<file path="src/rtl/path_tracer_pkg.sv">
// Shared constants for the path tracer: default sizing, the unvisited
// marker, trace error codes and FSM state encodings.
// Optional feature macro used by this slice: PATH_TRACER_REVERSE_EN.

`ifndef PATH_TRACER_PKG_DEFINES
`define PATH_TRACER_PKG_DEFINES
`define DEFAULT_MAX_NODES   8
`define DEFAULT_INDEX_WIDTH 4
// All-ones in whatever width it lands in; a prev slot holding this was never reached.
`define UNVISITED           '1
`define PT_ERR_NONE         2'b00
`define PT_ERR_RANGE        2'b01
`define PT_ERR_UNVISITED    2'b10
`define PT_ERR_CYCLE        2'b11
`endif

package path_tracer_pkg;

  localparam int DEFAULT_MAX_NODES   = `DEFAULT_MAX_NODES;
  localparam int DEFAULT_INDEX_WIDTH = `DEFAULT_INDEX_WIDTH;

  localparam logic [1:0] PT_ERR_NONE      = `PT_ERR_NONE;
  localparam logic [1:0] PT_ERR_RANGE     = `PT_ERR_RANGE;
  localparam logic [1:0] PT_ERR_UNVISITED = `PT_ERR_UNVISITED;
  localparam logic [1:0] PT_ERR_CYCLE     = `PT_ERR_CYCLE;

  // PT_POP is only reachable when the reversed-order feature is built in.
  typedef enum logic [2:0] {
    PT_IDLE   = 3'd0,
    PT_CHECK  = 3'd1,
    PT_EMIT   = 3'd2,
    PT_FINISH = 3'd3,
    PT_POP    = 3'd4
  } pt_state_e;

endpackage

</file>
<file path="src/rtl/path_tracer_stack.sv">
// path_stack: small LIFO holding path nodes so they can be replayed
// source-first. Only instantiated when PATH_TRACER_REVERSE_EN is defined.
// dout always shows the top entry (0 when empty); pop just discards it.

module path_stack #(
  parameter int DEPTH = 8,
  parameter int WIDTH = 4
) (
  input  logic             clock,
  input  logic             reset,
  input  logic             push,
  input  logic             pop,
  input  logic [WIDTH-1:0] din,
  output logic [WIDTH-1:0] dout,
  output logic             empty,
  output logic             full
);

  localparam int PW = $clog2(DEPTH + 1);
  localparam int AW = (DEPTH > 1) ? $clog2(DEPTH) : 1;

  logic [WIDTH-1:0] mem [DEPTH];
  logic [PW-1:0]    sp;
  logic [AW-1:0]    wr_idx;
  logic [AW-1:0]    top_idx;

  assign wr_idx  = AW'(sp);
  assign top_idx = AW'(sp - 1'b1);
  assign empty   = (sp == '0);
  assign full    = (sp == PW'(DEPTH));
  assign dout    = empty ? '0 : mem[top_idx];

  // Stack pointer and storage; push wins if both are requested.
  always_ff @(posedge clock or posedge reset) begin
    if (reset) begin
      sp <= '0;
      for (int i = 0; i < DEPTH; i++) mem[i] <= '0;
    end else if (push && !full) begin
      mem[wr_idx] <= din;
      sp          <= sp + 1'b1;
    end else if (pop && !empty) begin
      sp <= sp - 1'b1;
    end
  end

endmodule

</file>
<file path="src/rtl/path_tracer.sv">
// path_tracer: walks the prev-node vector from target back to source and
// streams each node over path_node/path_valid/path_ready.
// Handshake: path_valid rises with path_node and both hold unchanged until
// a cycle where path_ready is also high; that cycle is the transfer.
// Optional macro PATH_TRACER_REVERSE_EN: buffer the walk in a stack and
// stream source-first instead; on error nothing is streamed.

module path_tracer
  import path_tracer_pkg::*;
#(
  parameter int MAX_NODES   = DEFAULT_MAX_NODES,
  parameter int INDEX_WIDTH = DEFAULT_INDEX_WIDTH
) (
  input  logic                           clock,
  input  logic                           reset,
  input  logic                           start,
  input  logic [INDEX_WIDTH-1:0]         source_node,
  input  logic [INDEX_WIDTH-1:0]         target_node,
  input  logic [INDEX_WIDTH-1:0]         number_of_nodes,
  input  logic [INDEX_WIDTH*MAX_NODES-1:0] prev_vector_flattened,
  output logic [INDEX_WIDTH-1:0]         path_node,
  output logic                           path_valid,
  input  logic                           path_ready,
  output logic                           busy,
  output logic                           done,
  output logic                           error,
  output logic [1:0]                     error_code,
  output logic [INDEX_WIDTH:0]           path_length,
  output pt_state_e                      debug_state
);

  localparam logic [INDEX_WIDTH-1:0] UNVISITED = `UNVISITED;
  localparam logic [INDEX_WIDTH:0]   MAX_N     = (INDEX_WIDTH+1)'(MAX_NODES);

  pt_state_e              state;
  logic [INDEX_WIDTH-1:0] src_q;
  logic [INDEX_WIDTH-1:0] n_q;
  logic [INDEX_WIDTH-1:0] cur;
  logic [INDEX_WIDTH-1:0] prev_cur;
  logic [INDEX_WIDTH:0]   count;
  logic                   range_err;
  logic                   cycle_err;
  logic                   unv_err;

  assign busy        = (state != PT_IDLE);
  assign debug_state = state;

  // Select prev[cur]; slots beyond MAX_NODES read as 0 and are rejected by range_err.
  always_comb begin
    prev_cur = '0;
    for (int j = 0; j < MAX_NODES; j++) begin
      if ({1'b0, cur} == (INDEX_WIDTH+1)'(j))
        prev_cur = prev_vector_flattened[INDEX_WIDTH*j +: INDEX_WIDTH];
    end
  end

`ifdef PATH_TRACER_REVERSE_EN
  logic                   stack_push;
  logic                   stack_pop;
  logic [INDEX_WIDTH-1:0] stack_dout;
  logic                   stack_empty;
  logic                   stack_full;

  // Push every node that passes CHECK; pop when loading the output register,
  // and drain leftovers in FINISH after an aborted walk.
  assign stack_push = (state == PT_CHECK) && !range_err && !cycle_err && !unv_err;
  assign stack_pop  = !stack_empty &&
                      (((state == PT_POP) && (!path_valid || path_ready)) ||
                       (state == PT_FINISH));

  path_stack #(
    .DEPTH (MAX_NODES),
    .WIDTH (INDEX_WIDTH)
  ) u_stack (
    .clock (clock),
    .reset (reset),
    .push  (stack_push),
    .pop   (stack_pop),
    .din   (cur),
    .dout  (stack_dout),
    .empty (stack_empty),
    .full  (stack_full)
  );
`endif

  // CHECK conditions, highest priority first. A cur beyond the physical
  // vector is treated as out of range even if number_of_nodes allows it.
  assign range_err = (cur >= n_q) || (src_q >= n_q) || ({1'b0, cur} >= MAX_N);
`ifdef PATH_TRACER_REVERSE_EN
  assign cycle_err = (count == {1'b0, n_q}) || stack_full;
`else
  assign cycle_err = (count == {1'b0, n_q});
`endif
  assign unv_err   = (cur != src_q) && (prev_cur == UNVISITED);

  // Trace controller: all outputs are registered here.
  always_ff @(posedge clock or posedge reset) begin
    if (reset) begin
      state       <= PT_IDLE;
      src_q       <= '0;
      n_q         <= '0;
      cur         <= '0;
      count       <= '0;
      path_node   <= '0;
      path_valid  <= 1'b0;
      done        <= 1'b0;
      error       <= 1'b0;
      error_code  <= PT_ERR_NONE;
      path_length <= '0;
    end else begin
      done <= 1'b0;
      case (state)
        PT_IDLE: begin
          if (start) begin
            src_q       <= source_node;
            n_q         <= number_of_nodes;
            cur         <= target_node;
            count       <= '0;
            error       <= 1'b0;
            error_code  <= PT_ERR_NONE;
            path_length <= '0;
            state       <= PT_CHECK;
          end
        end
        PT_CHECK: begin
          if (range_err) begin
            error_code <= PT_ERR_RANGE;
            state      <= PT_FINISH;
          end else if (cycle_err) begin
            error_code <= PT_ERR_CYCLE;
            state      <= PT_FINISH;
          end else if (unv_err) begin
            error_code <= PT_ERR_UNVISITED;
            state      <= PT_FINISH;
          end else begin
`ifdef PATH_TRACER_REVERSE_EN
            // Node pushed this cycle; keep walking without a handshake.
            count <= count + 1'b1;
            if (cur == src_q) state <= PT_POP;
            else              cur   <= prev_cur;
`else
            path_valid <= 1'b1;
            path_node  <= cur;
            state      <= PT_EMIT;
`endif
          end
        end
        PT_EMIT: begin
          if (path_ready) begin
            path_valid <= 1'b0;
            count      <= count + 1'b1;
            if (cur == src_q) begin
              state <= PT_FINISH;
            end else begin
              cur   <= prev_cur;
              state <= PT_CHECK;
            end
          end
        end
`ifdef PATH_TRACER_REVERSE_EN
        PT_POP: begin
          if (!path_valid) begin
            path_valid <= 1'b1;
            path_node  <= stack_dout;
          end else if (path_ready) begin
            if (stack_empty) begin
              path_valid <= 1'b0;
              state      <= PT_FINISH;
            end else begin
              path_node <= stack_dout;
            end
          end
        end
        PT_FINISH: begin
          if (stack_empty) begin
            done        <= 1'b1;
            path_length <= (error_code != PT_ERR_NONE) ? '0 : count;
            error       <= (error_code != PT_ERR_NONE);
            state       <= PT_IDLE;
          end
        end
`else
        PT_FINISH: begin
          done        <= 1'b1;
          path_length <= count;
          error       <= (error_code != PT_ERR_NONE);
          state       <= PT_IDLE;
        end
`endif
        default: state <= PT_IDLE;
      endcase
    end
  end

endmodule

</file>
<file path="config.mk">
export PLATFORM = sky130hd
export DESIGN_NAME = path_tracer
export DESIGN_NICKNAME = d
export VERILOG_FILES = /design/src/rtl/path_tracer_pkg.sv /design/src/rtl/path_tracer_stack.sv /design/src/rtl/path_tracer.sv
export SDC_FILE = /design/constraint.sdc
export NUM_CORES = 1
export LEC_CHECK = 0
export CAP_MARGIN = 0
export CELL_PAD_IN_SITES_DETAIL_PLACEMENT = 1
export CELL_PAD_IN_SITES_GLOBAL_PLACEMENT = 2
export CORE_MARGIN = 8
export CORE_UTILIZATION = 27
export CTS_CLUSTER_DIAMETER = 200
export DETAILED_ROUTE_END_ITERATION = 8
export PLACE_DENSITY_LB_ADDON = 0.1
export SLEW_MARGIN = 0
export SYNTH_ARGS = -nofsm -noshare
export SYNTH_HDL_FRONTEND = slang
export SYNTH_SLANG_ARGS = --single-unit
</file>
<file path="constraint.sdc">
create_clock -name clock -period 2.8 [get_ports clock]
set_input_delay 0.42 -clock clock [delete_from_list [all_inputs] [get_ports clock]]
set_output_delay 0.42 -clock clock [all_outputs]
set_load 0.02 [all_outputs]
</file>
==> summary.txt <==
Run status
  – Outcome: complete, no violations

Layout
  – Fillers: 990
  – Register Area: 825.8 um2
  – Commonest non-fill, non-tap cell in the layout: clkdlybuf4s50_1
  – Non-filler instance count after layout: 437
  – Layout area overhead: 39.30%
  – Layout cell share with drive strength beyond 1: 11.14%
  – Nets: 388
  – Area occupied by multi-input gates: 0.001240 mm2
  – ANT cells: 0
  – Commonest non-fill, non-tap cells in the layout: 64 x clkdlybuf4s50_1, 46 x nand2_1, 33 x dfrtp_1

Yosys
  – Synth top area cells: dfrtp_1 37%, nand2_1 7.8%, o21ai_0 6.3%
  – Yosys reg bits: 33
  – Netlist cell types: 43
  – Post-synthesis sequential area ratio: 37.37%
  – Area leader, netlist: dfrtp_1
  – Mean area per synthesized cell: 8.402 um2
  – Syn_nets: 320
  – Synth Flop Type: dfrtp_1
  – Post-Synthesis Cells: 263
  – Post-synth EDFFs: 0
  – Post-synth ARST share: 100.0%
  – Mapped Area: 0.002210 mm2
  – Synth top area share: 37.37%
  – YS warnings: 0

STA
  – Final critical-path share of the clock period: 90.11%
  – Minimum clock period: 2.523 ns
  – Max Slew Vio Count: 0
  – Slew headroom: 57.51%
  – Worst Hold Margin: 0.4836 ns
  – # setup viols final: 0
  – Worst clock skew: 0.003917 ns
  – Unrepaired setup endpoints after global routing: no
  – Tightest Pin Transition: 0.6374 ns
  – Maximum clock rate: 0.3963 GHz
  – Final setup TNS: 0 ns
  – Final Hold Vio Count: 0

GRT
  – Antenna violations before repair: 0
  – GRT Total Usage: 12.62%
  – Global-route wire length before repair: 11710 um
  – Vias in the first global route: 2269
  – Total gr overflow: 0
  – Largest net degree at the start of global routing: 34

Critical path
  – R2R depth: 7
  – Worst setup path startpoint: cur[1]
  – RR Startpoint: cur[1]
  – Setup CP Type: flip-flop to flip-flop
  – Worst-path maximum fanout: 11
  – CP Capture Type: flip-flop
  – R2r setup slk: 0.28 ns
  – Crit path required time: 2.97 ns
  – Critical Path Source Type: flip-flop
  – Capturing point of the worst reg2reg path: path_node[1]
  – Crit path to: path_node[1]
  – CP Data Arrival Time: 2.70 ns

Placed design
  – Placer Congestion: 0.7515
  – PortBufs: 64
  – Placed Cells incl. Taps: 429
  – HPWL after DPL: 5415 um

Clocking
  – CTS Buffer Depth: 2
  – CTS resizes: 0
  – H-tree depth: 2
  – Clock latency on the worst-skew pair: 0.28 ns
  – Reg clk slew, reported paths: 0.07 ns
  – Post-CTS setup buffers: 0
  – Clock sink total: 33
  – Cts hold-fix bufs: 0
  – CTS root buffer: clkbuf_8
  – CTS tree: yes
  – CTS buffer count: 5

Detailed routing
  – Drt total wl: 6831 um
  – Wire per inst: 15.63 um
  – Iteration-0 DRC count of the detailed router: 53
  – Remaining DRCs: 0
  – DR pass1 iterations: 4
  – Vias: 2034
  – Final ANT Viol Nets: 0
  – Routed vias/inst: 4.654

Floorplan
  – Die ar.: 0.01133 mm2
  – Io pins: 66
  – Die width: 106.5 um
  – Core area: 0.008093 mm2
  – Initial core utilization: 27.30%
  – Die Ht: 106.5 um
  – Num rows: 33

Pwr
  – Total power: 0.003041 W
  – Peak supply drop: 0.2852 mV
  – Power Dens Cells: 987.9 mW/mm2
  – Leak: 1.296 nW

Job
  – Max_cap viols: 0

Min path
  – Min-Delay Path Class: flip-flop to flip-flop
  – Worst hold start: path_valid
sequential cells by signal, indices dropped and copies added, names as in the netlist:
signal and cells:
count 5, path_length 5, cur 4, n_q 4, path_node 4, src_q 4, debug_state 2, error_code 2
done 1, error 1, path_valid 1
critical path: stages (launching register included):
cell and delay [ns]:
dfrtp_1 0.55, or4b_4 0.62, o21ai_0 0.11, a31oi_1 0.10, o21ai_1 0.21, nand4_2 0.16
o2111ai_4 0.30, mux2_2 0.37
metal layers:
| metal | vias up | GRT usage [%] | wire length (um) |
|---|---|---|---|
| met2 | 45 | 21.58 | 3234 |
| met4 | 0 | 2.111 | 48 |
| met3 | 4 | 2.601 | 287 |
| met1 | 950 | 16.17 | 3261 |
| li1 | 1035 | - | - |
| met5 | - | 0 | 0 |
worst min-delay path by stage:
stage | to | slack [ns] | cells after the start
CTS | path_valid | 0.49 | 2
global placement | path_valid | 0.47 | 2
global route | path_node[3] | 0.51 | 1
finish | path_valid | 0.48 | 2
detailed placement | path_valid | 0.48 | 2
floorplan | path_length[4] | 0.49 | 2
cells by family (layout without fill, tap and decap cells):
| logic type | after synthesis | in the layout | synth area share, % |
|---|---|---|---|
| AND/OR/NAND/NOR | 99 | 99 | 21.57 |
| buffers and inverters | 32 | 101 | 6.512 |
| XOR/XNOR | 11 | 11 | 4.360 |
| multiplexers | 15 | 15 | 7.984 |
| flip-flops | 33 | 33 | 37.37 |
| other | 1 | 1 | 0.1697 |
| adder cells (fa/ha/maj) | 9 | 9 | 5.096 |
| AO/OA/AOI/OAI | 63 | 63 | 16.93 |
power breakdown:
group | leakage [nW] | switching, W | internal [W]
sequential | 0.424 | 0.000256 | 0.000655
clock | 0.0439 | 0.000186 | 0.000172
combinational | 0.828 | 0.000932 | 0.000839
total | 1.30 | 0.00137 | 0.00167
synth_stat cells (5+ instances only):
cell      instances
inv_1            16
nand2b_1          5
mux2_2           10
nand3b_1          6
o21ai_1           6
nand2_1          46
clkbuf_1          7
nor2_1           21
xnor2_1           7
o21ai_0          28
a21oi_1          16
dfrtp_1          33
ha_1              9
cell type report:
| class | instances | share of cell area, % |
|---|---|---|
| repair buffers | 76 | 23.74 |
| inverters | 17 | 2.073 |
| multi-input cells | 198 | 40.28 |
| flip-flops and latches | 33 | 26.83 |
| clock inverters | 3 | 0.5691 |
| clock buffers | 5 | 2.236 |
| well taps | 105 | 4.268 |
per-stage QoR:
| stage | worst slack [ns] | instance area (um2) | util (%) |
|---|---|---|---|
| floorplan | 0.5648 | 2210 | - |
| global placement | 0.09935 | 2992 | 36.97 |
| detailed placement | 0.07489 | 2992 | 36.97 |
| CTS | 0.2483 | 3078 | 38.03 |
| global route | 0.08310 | 3078 | 38.03 |
| finish | 0.2769 | 3078 | 38.03 |
Power figures use the tool's default switching activity.
